**config.mk**
```make
export PLATFORM = sky130hd
export DESIGN_NAME = btb_assoc
export DESIGN_NICKNAME = d
export VERILOG_FILES = /design/src/rtl/btb_pkg.sv /design/src/rtl/btb_set_repl.sv /design/src/rtl/btb_assoc.sv
export SDC_FILE = /design/constraint.sdc
export NUM_CORES = 1
export LEC_CHECK = 0
export CAP_MARGIN = 20
export CORE_ASPECT_RATIO = 0.8
export CORE_MARGIN = 5
export CORE_UTILIZATION = 25
export DETAILED_ROUTE_END_ITERATION = 10
export MAX_ROUTING_LAYER = met4
export PLACE_DENSITY = 0.49
export REMOVE_ABC_BUFFERS = 1
export SLEW_MARGIN = 30
export SYNTH_ARGS = -nofsm -noshare
export SYNTH_HDL_FRONTEND = slang
export SYNTH_SLANG_ARGS = --single-unit
```
**constraint.sdc**
```tcl
create_clock -name clk -period 8.6 [get_ports clk]
set_input_delay 1.29 -clock clk [delete_from_list [all_inputs] [get_ports clk]]
set_output_delay 1.29 -clock clk [all_outputs]
set_load 0.03 [all_outputs]
```
**src/rtl/btb_pkg.sv**
```systemverilog
// -----------------------------------------------------------------------------
// btb_pkg
// Shared types and helpers for the set-associative branch target buffer.
//   BTB_WIDTH       widest PC/target the storage entry can hold
//   ctr_t           2-bit saturating direction counter
//   CTR_WEAK_TAKEN  counter value given to a freshly allocated entry
//   btb_entry_t     {valid, tag, target[, ctr]} storage entry
//   pc_index/pc_tag set index and tag extraction from a PC
//   ctr_update      saturating counter step
// Optional feature macro: BTB_BIMODAL_EN (adds the per-entry counter field).
// -----------------------------------------------------------------------------
package btb_pkg;

  localparam int BTB_WIDTH = 32;

  typedef logic [1:0] ctr_t;

  localparam ctr_t CTR_WEAK_TAKEN = 2'b10;
  localparam ctr_t CTR_MAX        = 2'b11;
  localparam ctr_t CTR_MIN        = 2'b00;

  // Tags are stored right-aligned in a full-width field so the entry layout
  // does not depend on the set count chosen by the instantiating module.
  typedef struct packed {
    logic                 valid;
    logic [BTB_WIDTH-1:0] tag;
    logic [BTB_WIDTH-1:0] target;
`ifdef BTB_BIMODAL_EN
    ctr_t                 ctr;
`endif
  } btb_entry_t;

  localparam btb_entry_t ENTRY_CLEAR = {$bits(btb_entry_t){1'b0}};

  function automatic logic [BTB_WIDTH-1:0] pc_index(input logic [BTB_WIDTH-1:0] pc,
                                                    input int unsigned pc_offset,
                                                    input int unsigned idx_bits);
    logic [BTB_WIDTH-1:0] mask;
    mask = {BTB_WIDTH{1'b1}} >> (BTB_WIDTH - idx_bits);
    return (pc >> pc_offset) & mask;
  endfunction

  function automatic logic [BTB_WIDTH-1:0] pc_tag(input logic [BTB_WIDTH-1:0] pc,
                                                  input int unsigned pc_offset,
                                                  input int unsigned idx_bits);
    return pc >> (pc_offset + idx_bits);
  endfunction

  function automatic ctr_t ctr_update(input ctr_t ctr, input logic taken);
    ctr_t nxt;
    if (taken) begin
      nxt = (ctr == CTR_MAX) ? ctr : ctr + 2'd1;
    end else begin
      nxt = (ctr == CTR_MIN) ? ctr : ctr - 2'd1;
    end
    return nxt;
  endfunction

endpackage

```
**src/rtl/btb_set_repl.sv**
```systemverilog
// -----------------------------------------------------------------------------
// btb_set_repl
// Replacement state for one BTB set: picks the lowest-index invalid way, or the
// round-robin pointer when every way is valid.
//   clk, rst    clock, synchronous active-high reset
//   clear       flush: return pointer to way 0
//   advance     an allocation in this set evicted a valid entry
//   valid_bits  valid bit of each way in this set
//   victim      way to allocate into
//   full        every way of the set is valid
// -----------------------------------------------------------------------------
module btb_set_repl #(
  parameter  int NUM_WAYS = 2,
  localparam int WAY_W    = (NUM_WAYS > 1) ? $clog2(NUM_WAYS) : 1
) (
  input  logic                clk,
  input  logic                rst,
  input  logic                clear,
  input  logic                advance,
  input  logic [NUM_WAYS-1:0] valid_bits,
  output logic [WAY_W-1:0]    victim,
  output logic                full
);

  logic [WAY_W-1:0] ptr_r;
  logic [WAY_W-1:0] first_free_s;

  // Priority encode the lowest invalid way; scanning downwards lets the lowest index win
  always_comb begin
    first_free_s = {WAY_W{1'b0}};
    for (int w = NUM_WAYS - 1; w >= 0; w--) begin
      first_free_s = valid_bits[w] ? first_free_s : WAY_W'(w);
    end
  end

  assign full   = &valid_bits;
  assign victim = full ? ptr_r : first_free_s;

  // Round-robin pointer, moved only when a valid entry gets evicted
  always_ff @(posedge clk) begin
    if (rst || clear) begin
      ptr_r <= {WAY_W{1'b0}};
    end else if (advance) begin
      ptr_r <= (ptr_r == WAY_W'(NUM_WAYS - 1)) ? {WAY_W{1'b0}} : ptr_r + WAY_W'(1);
    end
  end

endmodule

```
**src/rtl/btb_assoc.sv**
```systemverilog
// -----------------------------------------------------------------------------
// btb_assoc
// Set-associative branch target buffer with one registered lookup port and one
// update port.
//   clk, rst        clock, synchronous active-high reset
//   flush           invalidate every entry and reset replacement pointers
//   lookup_valid/lookup_pc   lookup request with the fetch PC
//   pred_valid/pred_hit/pred_taken/pred_target/pred_way
//                   registered prediction, one cycle after the request
//   update_valid/update_pc/update_target/update_taken
//                   resolved branch information
// Optional feature macro: BTB_BIMODAL_EN -- per-entry 2-bit counter drives the
// direction prediction; without it a not-taken hit update invalidates the entry.
// -----------------------------------------------------------------------------
module btb_assoc
  import btb_pkg::*;
#(
  parameter  int NUM_SETS  = 8,
  parameter  int NUM_WAYS  = 2,
  parameter  int PC_OFFSET = 2,
  parameter  int WIDTH     = BTB_WIDTH,
  localparam int WAY_W     = (NUM_WAYS > 1) ? $clog2(NUM_WAYS) : 1
) (
  input  logic             clk,
  input  logic             rst,
  input  logic             flush,
  input  logic             lookup_valid,
  input  logic [WIDTH-1:0] lookup_pc,
  output logic             pred_valid,
  output logic             pred_hit,
  output logic             pred_taken,
  output logic [WIDTH-1:0] pred_target,
  output logic [WAY_W-1:0] pred_way,
  input  logic             update_valid,
  input  logic [WIDTH-1:0] update_pc,
  input  logic [WIDTH-1:0] update_target,
  input  logic             update_taken
);

  localparam int IDX_W = $clog2(NUM_SETS);

  btb_entry_t mem_r [NUM_SETS][NUM_WAYS];

  // lookup side
  logic [IDX_W-1:0]     lk_idx_s;
  logic [BTB_WIDTH-1:0] lk_tag_s;
  logic [NUM_WAYS-1:0]  lk_match_s;
  logic                 lk_hit_s;
  logic [WAY_W-1:0]     lk_way_s;
  logic [BTB_WIDTH-1:0] lk_target_s;
  logic                 lk_taken_s;

  // update side
  logic [IDX_W-1:0]     upd_idx_s;
  logic [BTB_WIDTH-1:0] upd_tag_s;
  logic [NUM_WAYS-1:0]  upd_match_s;
  logic                 upd_hit_s;
  logic [WAY_W-1:0]     upd_way_s;
  logic [WAY_W-1:0]     upd_victim_s;
  logic                 upd_full_s;
  logic                 upd_evict_s;
  btb_entry_t           alloc_entry_s;
`ifdef BTB_BIMODAL_EN
  ctr_t                 lk_ctr_s;
  ctr_t                 upd_ctr_s;
`endif

  // replacement state
  logic [NUM_WAYS-1:0]  set_valid_s [NUM_SETS];
  logic [WAY_W-1:0]     victim_s    [NUM_SETS];
  logic                 set_full_s  [NUM_SETS];

  // output registers
  logic                 pred_valid_r;
  logic                 pred_hit_r;
  logic                 pred_taken_r;
  logic [WIDTH-1:0]     pred_target_r;
  logic [WAY_W-1:0]     pred_way_r;

  assign lk_idx_s  = IDX_W'(pc_index(BTB_WIDTH'(lookup_pc), PC_OFFSET, IDX_W));
  assign lk_tag_s  = pc_tag(BTB_WIDTH'(lookup_pc), PC_OFFSET, IDX_W);
  assign upd_idx_s = IDX_W'(pc_index(BTB_WIDTH'(update_pc), PC_OFFSET, IDX_W));
  assign upd_tag_s = pc_tag(BTB_WIDTH'(update_pc), PC_OFFSET, IDX_W);

  // Lookup tag compare; at most one way can match so the fields are OR-reduced
  always_comb begin
    lk_match_s  = {NUM_WAYS{1'b0}};
    lk_way_s    = {WAY_W{1'b0}};
    lk_target_s = {BTB_WIDTH{1'b0}};
`ifdef BTB_BIMODAL_EN
    lk_ctr_s    = CTR_MIN;
`endif
    for (int w = 0; w < NUM_WAYS; w++) begin
      lk_match_s[w] = mem_r[lk_idx_s][w].valid && (mem_r[lk_idx_s][w].tag == lk_tag_s);
      lk_way_s      = lk_way_s | (WAY_W'(w) & {WAY_W{lk_match_s[w]}});
      lk_target_s   = lk_target_s | (mem_r[lk_idx_s][w].target & {BTB_WIDTH{lk_match_s[w]}});
`ifdef BTB_BIMODAL_EN
      lk_ctr_s      = lk_ctr_s | (mem_r[lk_idx_s][w].ctr & {2{lk_match_s[w]}});
`endif
    end
    lk_hit_s = |lk_match_s;
  end

`ifdef BTB_BIMODAL_EN
  assign lk_taken_s = lk_hit_s & lk_ctr_s[1];
`else
  assign lk_taken_s = lk_hit_s;
`endif

  // Update tag compare over the ways of the set being updated
  always_comb begin
    upd_match_s = {NUM_WAYS{1'b0}};
    upd_way_s   = {WAY_W{1'b0}};
`ifdef BTB_BIMODAL_EN
    upd_ctr_s   = CTR_MIN;
`endif
    for (int w = 0; w < NUM_WAYS; w++) begin
      upd_match_s[w] = mem_r[upd_idx_s][w].valid && (mem_r[upd_idx_s][w].tag == upd_tag_s);
      upd_way_s      = upd_way_s | (WAY_W'(w) & {WAY_W{upd_match_s[w]}});
`ifdef BTB_BIMODAL_EN
      upd_ctr_s      = upd_ctr_s | (mem_r[upd_idx_s][w].ctr & {2{upd_match_s[w]}});
`endif
    end
    upd_hit_s = |upd_match_s;
  end

  // Gather per-set valid vectors for the replacement logic
  always_comb begin
    for (int s = 0; s < NUM_SETS; s++) begin
      set_valid_s[s] = {NUM_WAYS{1'b0}};
      for (int w = 0; w < NUM_WAYS; w++) begin
        set_valid_s[s][w] = mem_r[s][w].valid;
      end
    end
  end

  assign upd_victim_s = victim_s[upd_idx_s];
  assign upd_full_s   = set_full_s[upd_idx_s];
  // Pointer only moves when a taken miss overwrites a valid entry; flush drops the update
  assign upd_evict_s  = update_valid & ~flush & ~upd_hit_s & update_taken & upd_full_s;

  for (genvar s = 0; s < NUM_SETS; s++) begin : g_repl
    btb_set_repl #(
      .NUM_WAYS (NUM_WAYS)
    ) u_repl (
      .clk        (clk),
      .rst        (rst),
      .clear      (flush),
      .advance    (upd_evict_s && (upd_idx_s == IDX_W'(s))),
      .valid_bits (set_valid_s[s]),
      .victim     (victim_s[s]),
      .full       (set_full_s[s])
    );
  end

  // Build the entry written on allocation
  always_comb begin
    alloc_entry_s        = ENTRY_CLEAR;
    alloc_entry_s.valid  = 1'b1;
    alloc_entry_s.tag    = upd_tag_s;
    alloc_entry_s.target = BTB_WIDTH'(update_target);
`ifdef BTB_BIMODAL_EN
    alloc_entry_s.ctr    = CTR_WEAK_TAKEN;
`endif
  end

  // Entry storage: reset, flush, hit update or allocation
  always_ff @(posedge clk) begin
    if (rst) begin
      for (int s = 0; s < NUM_SETS; s++) begin
        for (int w = 0; w < NUM_WAYS; w++) begin
          mem_r[s][w] <= ENTRY_CLEAR;
        end
      end
    end else if (flush) begin
      for (int s = 0; s < NUM_SETS; s++) begin
        for (int w = 0; w < NUM_WAYS; w++) begin
          mem_r[s][w].valid <= 1'b0;
        end
      end
    end else if (update_valid) begin
      if (upd_hit_s) begin
        mem_r[upd_idx_s][upd_way_s].target <= BTB_WIDTH'(update_target);
`ifdef BTB_BIMODAL_EN
        mem_r[upd_idx_s][upd_way_s].ctr <= ctr_update(upd_ctr_s, update_taken);
`else
        if (!update_taken) begin
          mem_r[upd_idx_s][upd_way_s].valid <= 1'b0;
        end
`endif
      end else if (update_taken) begin
        mem_r[upd_idx_s][upd_victim_s] <= alloc_entry_s;
      end
    end
  end

  // Registered prediction; a flush in the request cycle forces a miss
  always_ff @(posedge clk) begin
    if (rst) begin
      pred_valid_r  <= 1'b0;
      pred_hit_r    <= 1'b0;
      pred_taken_r  <= 1'b0;
      pred_target_r <= {WIDTH{1'b0}};
      pred_way_r    <= {WAY_W{1'b0}};
    end else begin
      pred_valid_r <= lookup_valid;
      if (lookup_valid && !flush) begin
        pred_hit_r    <= lk_hit_s;
        pred_taken_r  <= lk_taken_s;
        pred_target_r <= WIDTH'(lk_target_s);
        pred_way_r    <= lk_way_s;
      end else begin
        pred_hit_r    <= 1'b0;
        pred_taken_r  <= 1'b0;
        pred_target_r <= {WIDTH{1'b0}};
        pred_way_r    <= {WAY_W{1'b0}};
      end
    end
  end

  assign pred_valid  = pred_valid_r;
  assign pred_hit    = pred_hit_r;
  assign pred_taken  = pred_taken_r;
  assign pred_target = pred_target_r;
  assign pred_way    = pred_way_r;

endmodule

```
==> impl_metrics.py, run 1 <==
metrics = {
    "floorplanning": {
        "coreArea_um2": 197700,
        "rows": 146,
        "dieArea_um2": 207400,
        "io_pins": 138,
        "start_util_pct": 25.08,
        "die_h_um": 408.3,
        "fp.dieW_um": 507.9,
    },
    "synth": {
        "ys_warn_count": 0,
        "syn-instance-count": 3307,
        "yosys.area.top_type": "edfxtp_1",
        "ys_seq_elements": 1003,
        "synth.cell_area_um2": 49570,
        "ys_seq_area_share_pct": 59.89,
        "synth_edf_count": 960,
        "synth_cell_type_count": 69,
        "yosys.cell_count.top_type": "edfxtp_1",
        "async_flop_share_pct": 0,
        "synth_flop_cell": "edfxtp_1",
        "syn_avg_cell_area_um2": 14.99,
        "synth.top_cell.area_share_pct": 58.15,
        "synthTopCellsByArea": "edfxtp_1 (58%), mux4_2 (14%), and2_1 (11%)",
        "synth_common_cells": "edfxtp_1 (960), and2_1 (910), mux4_2 (298)",
    },
    "worst_hold_path": {
        "hold_depth": 2,
        "hold_path.class": "reg2reg",
    },
    "clocking": {
        "cts_root_buffer": "clkbuf_16",
        "worstSkewPairLatency_ns": 0.74,
        "post_cts_buffers": 0,
        "cts_htree_levels": 3,
        "cts_hold_buf": 0,
        "cts_resized": 0,
        "cts.clk_slew.worst_paths_ns": 0.06,
        "max-clock-path-buffers": 3,
        "cts_buffers": 108,
        "cts.sinks": 1003,
        "cts_tree": "built",
    },
    "cells_and_area": {
        "final-seq-area_um2": 29690,
        "post-route-util_pct": 29.20,
        "synthToLayoutAreaGrowth_pct": 16.42,
        "fin_area_um2": 57720,
        "multi_input_area_um2": 18650,
        "finalNonFillerCells": 6107,
        "drive_gt1_share_pct": 20.38,
        "fill_cells": 19740,
        "fin_nets": 3442,
    },
    "worst_setup_path": {
        "slowest_delay_ns": 0.78,
        "crit_arrival_ns": 6.68,
        "end_kind": "flip-flop",
        "cp-start-kind": "primary input",
        "crit_family": "compound AO/OA/AOI/OAI gates",
        "cp.required_ns": 9.04,
        "path_depth": 13,
        "cp_cell_sequence": "clkbuf_8 -> buf_12 -> nand2b_1 -> o32ai_1 -> a221o_1 -> xor2_1 -> o2111ai_1 -> nor3_1 -> a2111o_2 -> a21oi_4 -> buf_4 -> or2_2 -> buf_4",
        "critPathBufInv": 4,
        "crit_type": "in2reg",
        "critPathMostFrequentCell": "buf_4",
        "crit_path_top_delay_cell": "a2111o_2",
        "worstPathMaxFanout": 68,
        "r2r.worst_path.cells": 11,
        "r2r_slack_ns": 3.50,
    },
    "placement": {
        "io_buffers": 133,
        "hpwl_um": 92580,
        "dp_slack_ns": 1.629,
        "gp_congestion": 0.8383,
        "dp.cells": 5892,
        "postPlaceCellArea_um2": 54010,
    },
    "global_routing": {
        "grt_pass1_wl_um": 226200,
        "grt_pass1_vias": 29280,
        "overflow": 0,
        "grt_max_degree": 107,
        "grt_usage_pct": 15.40,
        "antenna_found_initial": 21,
    },
    "sta": {
        "maxSlewHeadroom_pct": 30.89,
        "fmax_ghz": 0.1603,
        "hold_viol": 0,
        "period_minus_slack_ns": 6.240,
        "setup_viol": 0,
        "whs_ns": 0.5073,
        "fin_crit_sh_pct": 72.56,
        "tns_ns": 0,
        "clock_skew_ns": 0.03480,
        "tightest_slew_ns": 1.037,
        "finalMaxSlewViolations": 0,
        "layout_setup_ws_ns": 2.360,
        "rsz0062_at_grt": "false",
    },
    "pwr": {
        "peakVddDrop_v": 0.0001671,
        "power_leakage_nw": 20.05,
        "power_density_nw_per_um2": 198.3,
        "finalPower_mw": 11.45,
    },
    "run": {
        "drv_cap": 0,
    },
    "run_status": {
        "status": "complete, no violations",
    },
    "route": {
        "wl_per_cell_um": 25.90,
        "viasPerCell": 4.689,
        "num_vias": 28630,
        "route.detailed.drc": 0,
        "wirelength_um": 158200,
        "drt_first_pass_iters": 5,
        "drt_first_iter_violations": 2774,
        "antenna_left": 0,
    },
}
==> cell families (layout without fill, tap and decap cells) <==
logic type,Yosys count,after routing,share of synthesized area [%]
other cells,0,8,0
xor+xnor,103,103,1.820
mux,519,519,18.13
buf+inv,337,465,2.983
compound gates,203,203,2.913
simple gates,1142,1142,14.27
flops,1003,1003,59.89
==> worst reg2reg max path, delay by kind of cell, from the launching register on <==
family / cells / cell delay, ns
AND/OR/NAND/NOR: 4 / 1.93
AO/OA/AOI/OAI: 2 / 0.89
multiplexers: 2 / 0.66
buffers and inverters: 2 / 0.65
flip-flops: 1 / 0.39
XOR/XNOR: 1 / 0.25
==> routing by layer <==
layer	vias up	part of all wire [%]	global-route usage (%)
li1	12560	-	-
met1	15020	45	21.36
met2	879	48	24.31
met3	179	5.3	1.852
met4	0	1.8	3.389
met5	-	0	-
==> placed cells by master (no fill, tap or decap), types with 10 or more instances in the layout <==
| cell | instances |
|---|---|
| a21oi_1 | 12 |
| bufinv_16 | 11 |
| o22ai_1 | 74 |
| nand3_1 | 11 |
| or2_2 | 20 |
| inv_1 | 16 |
| buf_4 | 99 |
| and2_1 | 910 |
| mux2i_1 | 171 |
| clkbuf_1 | 24 |
| nor4_1 | 48 |
| xnor2_1 | 64 |
| or3_1 | 10 |
| nor3_2 | 12 |
| clkinv_1 | 23 |
| edfxtp_1 | 960 |
| xor2_1 | 39 |
| clkinv_2 | 17 |
| clkbuf_8 | 11 |
| nand4_1 | 16 |
| o21ai_0 | 15 |
| mux2_2 | 47 |
| clkbuf_16 | 108 |
| or2_4 | 17 |
| clkdlybuf4s50_1 | 127 |
| mux4_2 | 298 |
| o221ai_1 | 11 |
| dfxtp_1 | 43 |
| nand2_1 | 35 |
==> path summary, 6_finish.rpt <==
kind                               start                     end
setup / recovery            update_pc[3]            mem_r[2][14]
hold reg to reg   g_repl[6].u_repl.ptr_r  g_repl[6].u_repl.ptr_r
setup reg to reg           mem_r[3][108]            mem_r[2][14]
hold / removal    g_repl[6].u_repl.ptr_r  g_repl[6].u_repl.ptr_r
==> flip-flops by register name (all words and copies together), names as in the netlist <==
name,cells
g_repl.u_repl.ptr_r,8
mem_r,960
pred_target,32
pred_valid,1
pred_way,1
pred_taken,1
==> power by group <==
part / switching [mW] / internal [mW]
registers: 0.0635 / 5.51
clock network: 2.08 / 2.75
logic: 0.639 / 0.406
total: 2.78 / 8.66
==> area by class of cell <==
class / count / share of cell area, %
diodes: 8 / 0.03469
clock buffers: 142 / 5.077
clock inverters: 63 / 1.197
inverters: 17 / 0.1106
multi-input cells: 1967 / 32.31
flip-flops and latches: 1003 / 51.44
well taps: 2664 / 5.775
repair buffers: 243 / 4.052
(Power assumes the default switching activity.)
==> run 2, diff against run 1 <==
==> constraint.sdc (replaced) <==
create_clock -name clk -period 5.92 [get_ports clk]
set_input_delay 0.888 -clock clk [delete_from_list [all_inputs] [get_ports clk]]
set_output_delay 0.888 -clock clk [all_outputs]
set_load 0.03 [all_outputs]
==> run 2 against run 1 <==
  * Die area unchanged
  * Highest routed layer unchanged
  * Largest power group unchanged
  * Global-route usage increased by 0.42 points
  * Flip-flop and latch count unchanged
  * Total power increased by 43%
  * Sequential power increased by 45%
  * Clock power increased by 39%
==> impl_metrics.py, run 2 (same netlist as run 1, synthesis figures left out) <==
metrics = {
    "route": {
        "viasPerCell": 4.700,
        "drt_first_iter_violations": 3046,
        "num_vias": 29120,
        "wl_per_cell_um": 26.21,
        "drt_first_pass_iters": 5,
        "wirelength_um": 162400,
        "antenna_left": 0,
        "route.detailed.drc": 0,
    },
    "floorplanning": {
        "dieArea_um2": 207400,
        "die_h_um": 408.3,
        "fp.dieW_um": 507.9,
        "start_util_pct": 25.08,
        "rows": 146,
        "coreArea_um2": 197700,
        "io_pins": 138,
    },
    "sta": {
        "setup_viol": 0,
        "finalMaxSlewViolations": 0,
        "tns_ns": 0,
        "rsz0062_at_grt": "false",
        "fin_crit_sh_pct": 79.60,
        "tightest_slew_ns": 0.9176,
        "fmax_ghz": 0.2122,
        "maxSlewHeadroom_pct": 38.82,
        "layout_setup_ws_ns": 1.208,
        "hold_viol": 0,
        "clock_skew_ns": 0.02698,
        "period_minus_slack_ns": 4.712,
    },
    "clocking": {
        "cts_root_buffer": "clkbuf_16",
        "max-clock-path-buffers": 3,
        "post_cts_buffers": 0,
        "cts_htree_levels": 3,
        "cts_buffers": 108,
        "cts_tree": "built",
        "cts.sinks": 1003,
        "cts.clk_slew.worst_paths_ns": 0.06,
        "cts_hold_buf": 0,
        "cts_resized": 0,
        "worstSkewPairLatency_ns": 0.72,
    },
    "global_routing": {
        "grt_pass1_wl_um": 230800,
        "overflow": 0,
        "grt_pass1_vias": 29700,
        "antenna_found_initial": 17,
        "grt_max_degree": 61,
        "grt_usage_pct": 15.82,
    },
    "worst_setup_path": {
        "critPathMostFrequentCell": "buf_4",
        "cp_cell_sequence": "buf_6 -> buf_4 -> mux4_2 -> nand2_1 -> o2bb2ai_1 -> xor2_1 -> nand3_1 -> nor4_2 -> nand3_2 -> buf_4 -> a21oi_4 -> buf_4 -> and2_1",
        "critPathBufInv": 4,
        "crit_arrival_ns": 5.28,
        "cp-start-kind": "primary input",
        "worstPathMaxFanout": 43,
        "crit_family": "buffers and inverters",
        "crit_path_top_delay_cell": "nor4_2",
        "end_kind": "flip-flop",
        "cp.required_ns": 6.49,
        "slowest_delay_ns": 0.57,
        "crit_type": "in2reg",
    },
    "placement": {
        "io_buffers": 133,
        "dp_slack_ns": 0.4659,
        "gp_congestion": 0.8386,
        "postPlaceCellArea_um2": 54940,
        "hpwl_um": 97730,
    },
    "worst_hold_path": {
        "hold_path.class": "reg2reg",
    },
    "pwr": {
        "power_switching_mw": 3.976,
        "switching_share_pct": 24.27,
        "p_int_mw": 12.41,
        "peakVddDrop_v": 0.0001956,
        "power_density_nw_per_um2": 280.5,
        "power_leakage_nw": 20.48,
        "power_frac_clock_pct": 40.8,
        "combinationalPowerShare_pct": 9.8,
        "seqPwrFrac_pct": 49.4,
    },
    "cells_and_area": {
        "final_common_cell": "edfxtp_1",
        "drive_gt1_share_pct": 22.31,
        "synthToLayoutAreaGrowth_pct": 17.81,
        "largest_reg_flops": 960,
        "layout_common_cells": "edfxtp_1 (960), and2_1 (910), mux4_2 (298)",
        "multi_input_area_um2": 18610,
        "fin_nets": 3528,
        "largest-register": "mem_r",
        "fill_cells": 19690,
        "final-seq-area_um2": 29690,
        "fin_area_um2": 58400,
    },
    "run": {
        "drv_cap": 0,
    },
    "run_status": {
        "status": "complete, no violations",
    },
}
[run 2: cell count changes in the layout (fill, tap and decap cells not counted), moves of 4 or more]
cell       change
bufinv_16      -4
clkinv_2       +8
or2_2         +17
buf_4         +62
inv_16         -4
buf_12        +26
diode_2        +4
clkbuf_8       -5
or2_4         -17
[run 2: cell type report]
class,instances,share of cell area (%)
Tap cell,2664,5.707
Multi-Input combinational cell,1967,31.87
Clock buffer,138,4.979
Timing Repair Buffer,329,5.570
Antenna cell,12,0.05142
Clock inverter,65,0.8848
Sequential cell,1003,50.83
Inverter,17,0.1093
[run 2: per-layer routing]
metal | vias up | track usage (%) | wire, um
met1 | 15230 | 22.15 | 73760
li1 | 12740 | - | -
met4 | 0 | 4.003 | 3354
met5 | - | - | 0
met2 | 951 | 24.17 | 75110
met3 | 199 | 2.295 | 10140
[run 2: final timing paths]
kind | from | to | slack (ns) | cells past startpoint
worst min-delay path | g_repl[3].u_repl.ptr_r | g_repl[3].u_repl.ptr_r | 0.49 | 2
worst max-delay path | update_pc[2] | mem_r[4][28] | 1.21 | 13
worst min register to register | g_repl[3].u_repl.ptr_r | g_repl[3].u_repl.ptr_r | 0.49 | 2
worst max register to register | mem_r[7][108] | mem_r[4][28] | 1.82 | 12
[run 2: stage by stage]
stage | util, % | total power [mW] | instances | hold slack, ns
after floorplan | - | 8.945 | 2987 | 0.4468
after global placement | 27.79 | 9.836 | 5980 | 0.4682
after detailed placement | 27.80 | 9.847 | 5980 | 0.4780
after CTS | 29.53 | 16.53 | 6183 | 0.4864
after global routing | 29.54 | 16.93 | 6192 | 0.5332
final | 29.55 | 16.38 | 6195 | 0.4889
[run 2: power groups by stage]
| stage | combinational (mW) | clock, mW | sequential (mW) |
|---|---|---|---|
| after CTS | 1.61 | 6.83 | 8.09 |
| after global placement | 1.60 | 0 | 8.24 |
| after detailed placement | 1.60 | 0 | 8.24 |
| final | 1.60 | 6.69 | 8.09 |
| after global routing | 1.68 | 7.13 | 8.12 |
| after floorplan | 0.739 | 0 | 8.21 |
[run 2: worst min-delay path: cells and delay by family, from the launching register on]
kind | cells | cell delay [ns]
flip-flops | 1 | 0.33
AND/OR/NAND/NOR | 1 | 0.06
multiplexers | 1 | 0.05
==> run 3, diff against run 2 <==
==> constraint.sdc (replaced) <==
create_clock -name clk -period 4.8 [get_ports clk]
set_input_delay 0.72 -clock clk [delete_from_list [all_inputs] [get_ports clk]]
set_output_delay 0.72 -clock clk [all_outputs]
set_load 0.03 [all_outputs]
==> run 3 against run 2 <==
  * Wire length increased by 2.7%
  * Design area increased by 3.1%
  * Final cell count increased by 2.1%
  * Setup slack got worse by 0.49 ns
  * Register-to-register slack got worse by 0.85 ns
  * Core utilization increased by 0.90 points
  * First-iteration DRC count decreased by 4.5%
  * Total power increased by 28%
  * Worst hold slack improved by 0.017 ns
  * Flip-flop and latch count unchanged
  * Die area unchanged
  * Highest routed layer unchanged
==> impl_metrics.py, run 3 (same netlist as run 1, synthesis figures left out) <==
metrics = {
    "run_status": {
        "status": "complete, no violations",
    },
    "route": {
        "drt_first_pass_iters": 5,
        "num_vias": 29660,
        "drt_first_iter_violations": 2910,
        "wl_per_cell_um": 26.37,
        "viasPerCell": 4.690,
        "wirelength_um": 166800,
        "route.detailed.drc": 0,
        "antenna_left": 0,
    },
    "floorplanning": {
        "die_h_um": 408.3,
        "dieArea_um2": 207400,
        "rows": 146,
        "io_pins": 138,
        "coreArea_um2": 197700,
        "fp.dieW_um": 507.9,
        "start_util_pct": 25.08,
    },
    "worst_setup_path": {
        "cp.required_ns": 5.24,
        "end_kind": "flip-flop",
        "cp-start-kind": "primary input",
        "crit_arrival_ns": 4.52,
        "r2r.worst_path.cells": 15,
        "crit_type": "in2reg",
        "worstPathMaxFanout": 40,
    },
    "sta": {
        "layout_setup_ws_ns": 0.7204,
        "tightest_slew_ns": 0.9382,
        "clock_skew_ns": 0.04775,
        "maxSlewHeadroom_pct": 37.45,
        "hold_viol": 0,
        "fmax_ghz": 0.2451,
        "rsz0062_at_grt": "false",
        "setup_viol": 0,
        "finalMaxSlewViolations": 0,
        "fin_crit_sh_pct": 84.99,
        "period_minus_slack_ns": 4.080,
    },
    "pwr": {
        "power_density_nw_per_um2": 347.9,
        "finalPower_mw": 20.94,
        "power_leakage_nw": 21.42,
        "peakVddDrop_v": 0.0002812,
    },
    "worst_hold_path": {
        "hold_path.class": "reg2reg",
        "hold_depth": 2,
    },
    "global_routing": {
        "antenna_found_initial": 17,
        "grt_pass1_vias": 30490,
        "grt_usage_pct": 16.25,
        "grt_max_degree": 57,
        "grt_pass1_wl_um": 236200,
        "overflow": 0,
    },
    "cells_and_area": {
        "finalNonFillerCells": 6324,
        "layout_common_cells": "edfxtp_1 (960), and2_1 (910), mux4_2 (298)",
        "post-route-util_pct": 30.45,
        "synthToLayoutAreaGrowth_pct": 21.42,
        "largest-register": "mem_r",
        "drive_gt1_share_pct": 24.92,
        "largest_reg_flops": 960,
        "fill_cells": 19640,
        "fin_nets": 3649,
        "final_common_cell": "edfxtp_1",
        "fin_area_um2": 60190,
    },
    "placement": {
        "hpwl_um": 105800,
        "postPlaceCellArea_um2": 56360,
        "gp_congestion": 0.8292,
        "dp_slack_ns": 0.06545,
        "io_buffers": 133,
        "dp.cells": 6095,
    },
    "clocking": {
        "cts_root_buffer": "clkbuf_16",
        "cts.sinks": 1003,
        "cts_hold_buf": 0,
        "cts.clk_slew.worst_paths_ns": 0.06,
        "worstSkewPairLatency_ns": 0.75,
        "post_cts_buffers": 0,
        "cts_htree_levels": 3,
        "cts_resized": 0,
        "cts_tree": "built",
        "max-clock-path-buffers": 3,
        "cts_buffers": 114,
    },
    "run": {
        "drv_cap": 0,
    },
}
## run 3: cell count changes in the layout (fill, tap and decap cells not counted), moves of 8 or more
cell / previous run / this run
buf_4: 161 / 233
buf_12: 34 / 79
clkbuf_1: 23 / 31
clkbuf_8: 6 / 14
clkinv_2: 25 / 17
## run 3: power breakdown
part,switching (mW),internal [mW]
clock network,3.77,5.09
logic,1.21,0.874
registers,0.116,9.87
total,5.11,15.8
## run 3: layout make-up
| type | instances | area [um^2] | share of cell area [%] |
|---|---|---|---|
| well taps | 2664 | 3333 | 5.538 |
| inverters | 17 | 63.81 | 0.1060 |
| clock buffers | 158 | 3148 | 5.230 |
| repair buffers | 444 | 4672 | 7.762 |
| clock inverters | 58 | 648.1 | 1.077 |
| flip-flops and latches | 1003 | 29690 | 49.32 |
| diodes | 13 | 32.53 | 0.05405 |
| multi-input cells | 1967 | 18610 | 30.91 |
## run 3: critical path: stages
cell and delay, ns:
clkbuf_8 0.29, buf_12 0.28, mux2_2 0.38, o221ai_1 0.17
a21oi_1 0.11, xnor2_1 0.50, nand4_1 0.36, nor4_1 0.48
buf_4 0.18, and2_1 0.16, buf_12 0.19, nor3_4 0.05
or2_2 0.34, buf_12 0.21
## run 3: final timing paths
check	start	to	slack, ns
max	update_pc[3]	mem_r[0][52]	0.72
min	g_repl[3].u_repl.ptr_r	g_repl[3].u_repl.ptr_r	0.51
max reg2reg	mem_r[3][108]	mem_r[3][100]	0.97
min reg2reg	g_repl[3].u_repl.ptr_r	g_repl[3].u_repl.ptr_r	0.51
## run 3: routing by layer
layer / vias to the layer above / track usage (%) / share of wire, %
met2: 979 / 25.09 / 46
met1: 15540 / 22.89 / 46
met3: 174 / 2.069 / 6.1
met4: 0 / 3.681 / 1.7
li1: 12970 / - / -
met5: - / - / 0
## run 3: stage by stage
step	TNS, ns	hold WS (ns)
finish	0	0.5061
global route	0	0.5612
CTS	0	0.5074
detailed placement	0	0.4990
global placement	-0.1809	0.4789
floorplan	-4.759	0.4468
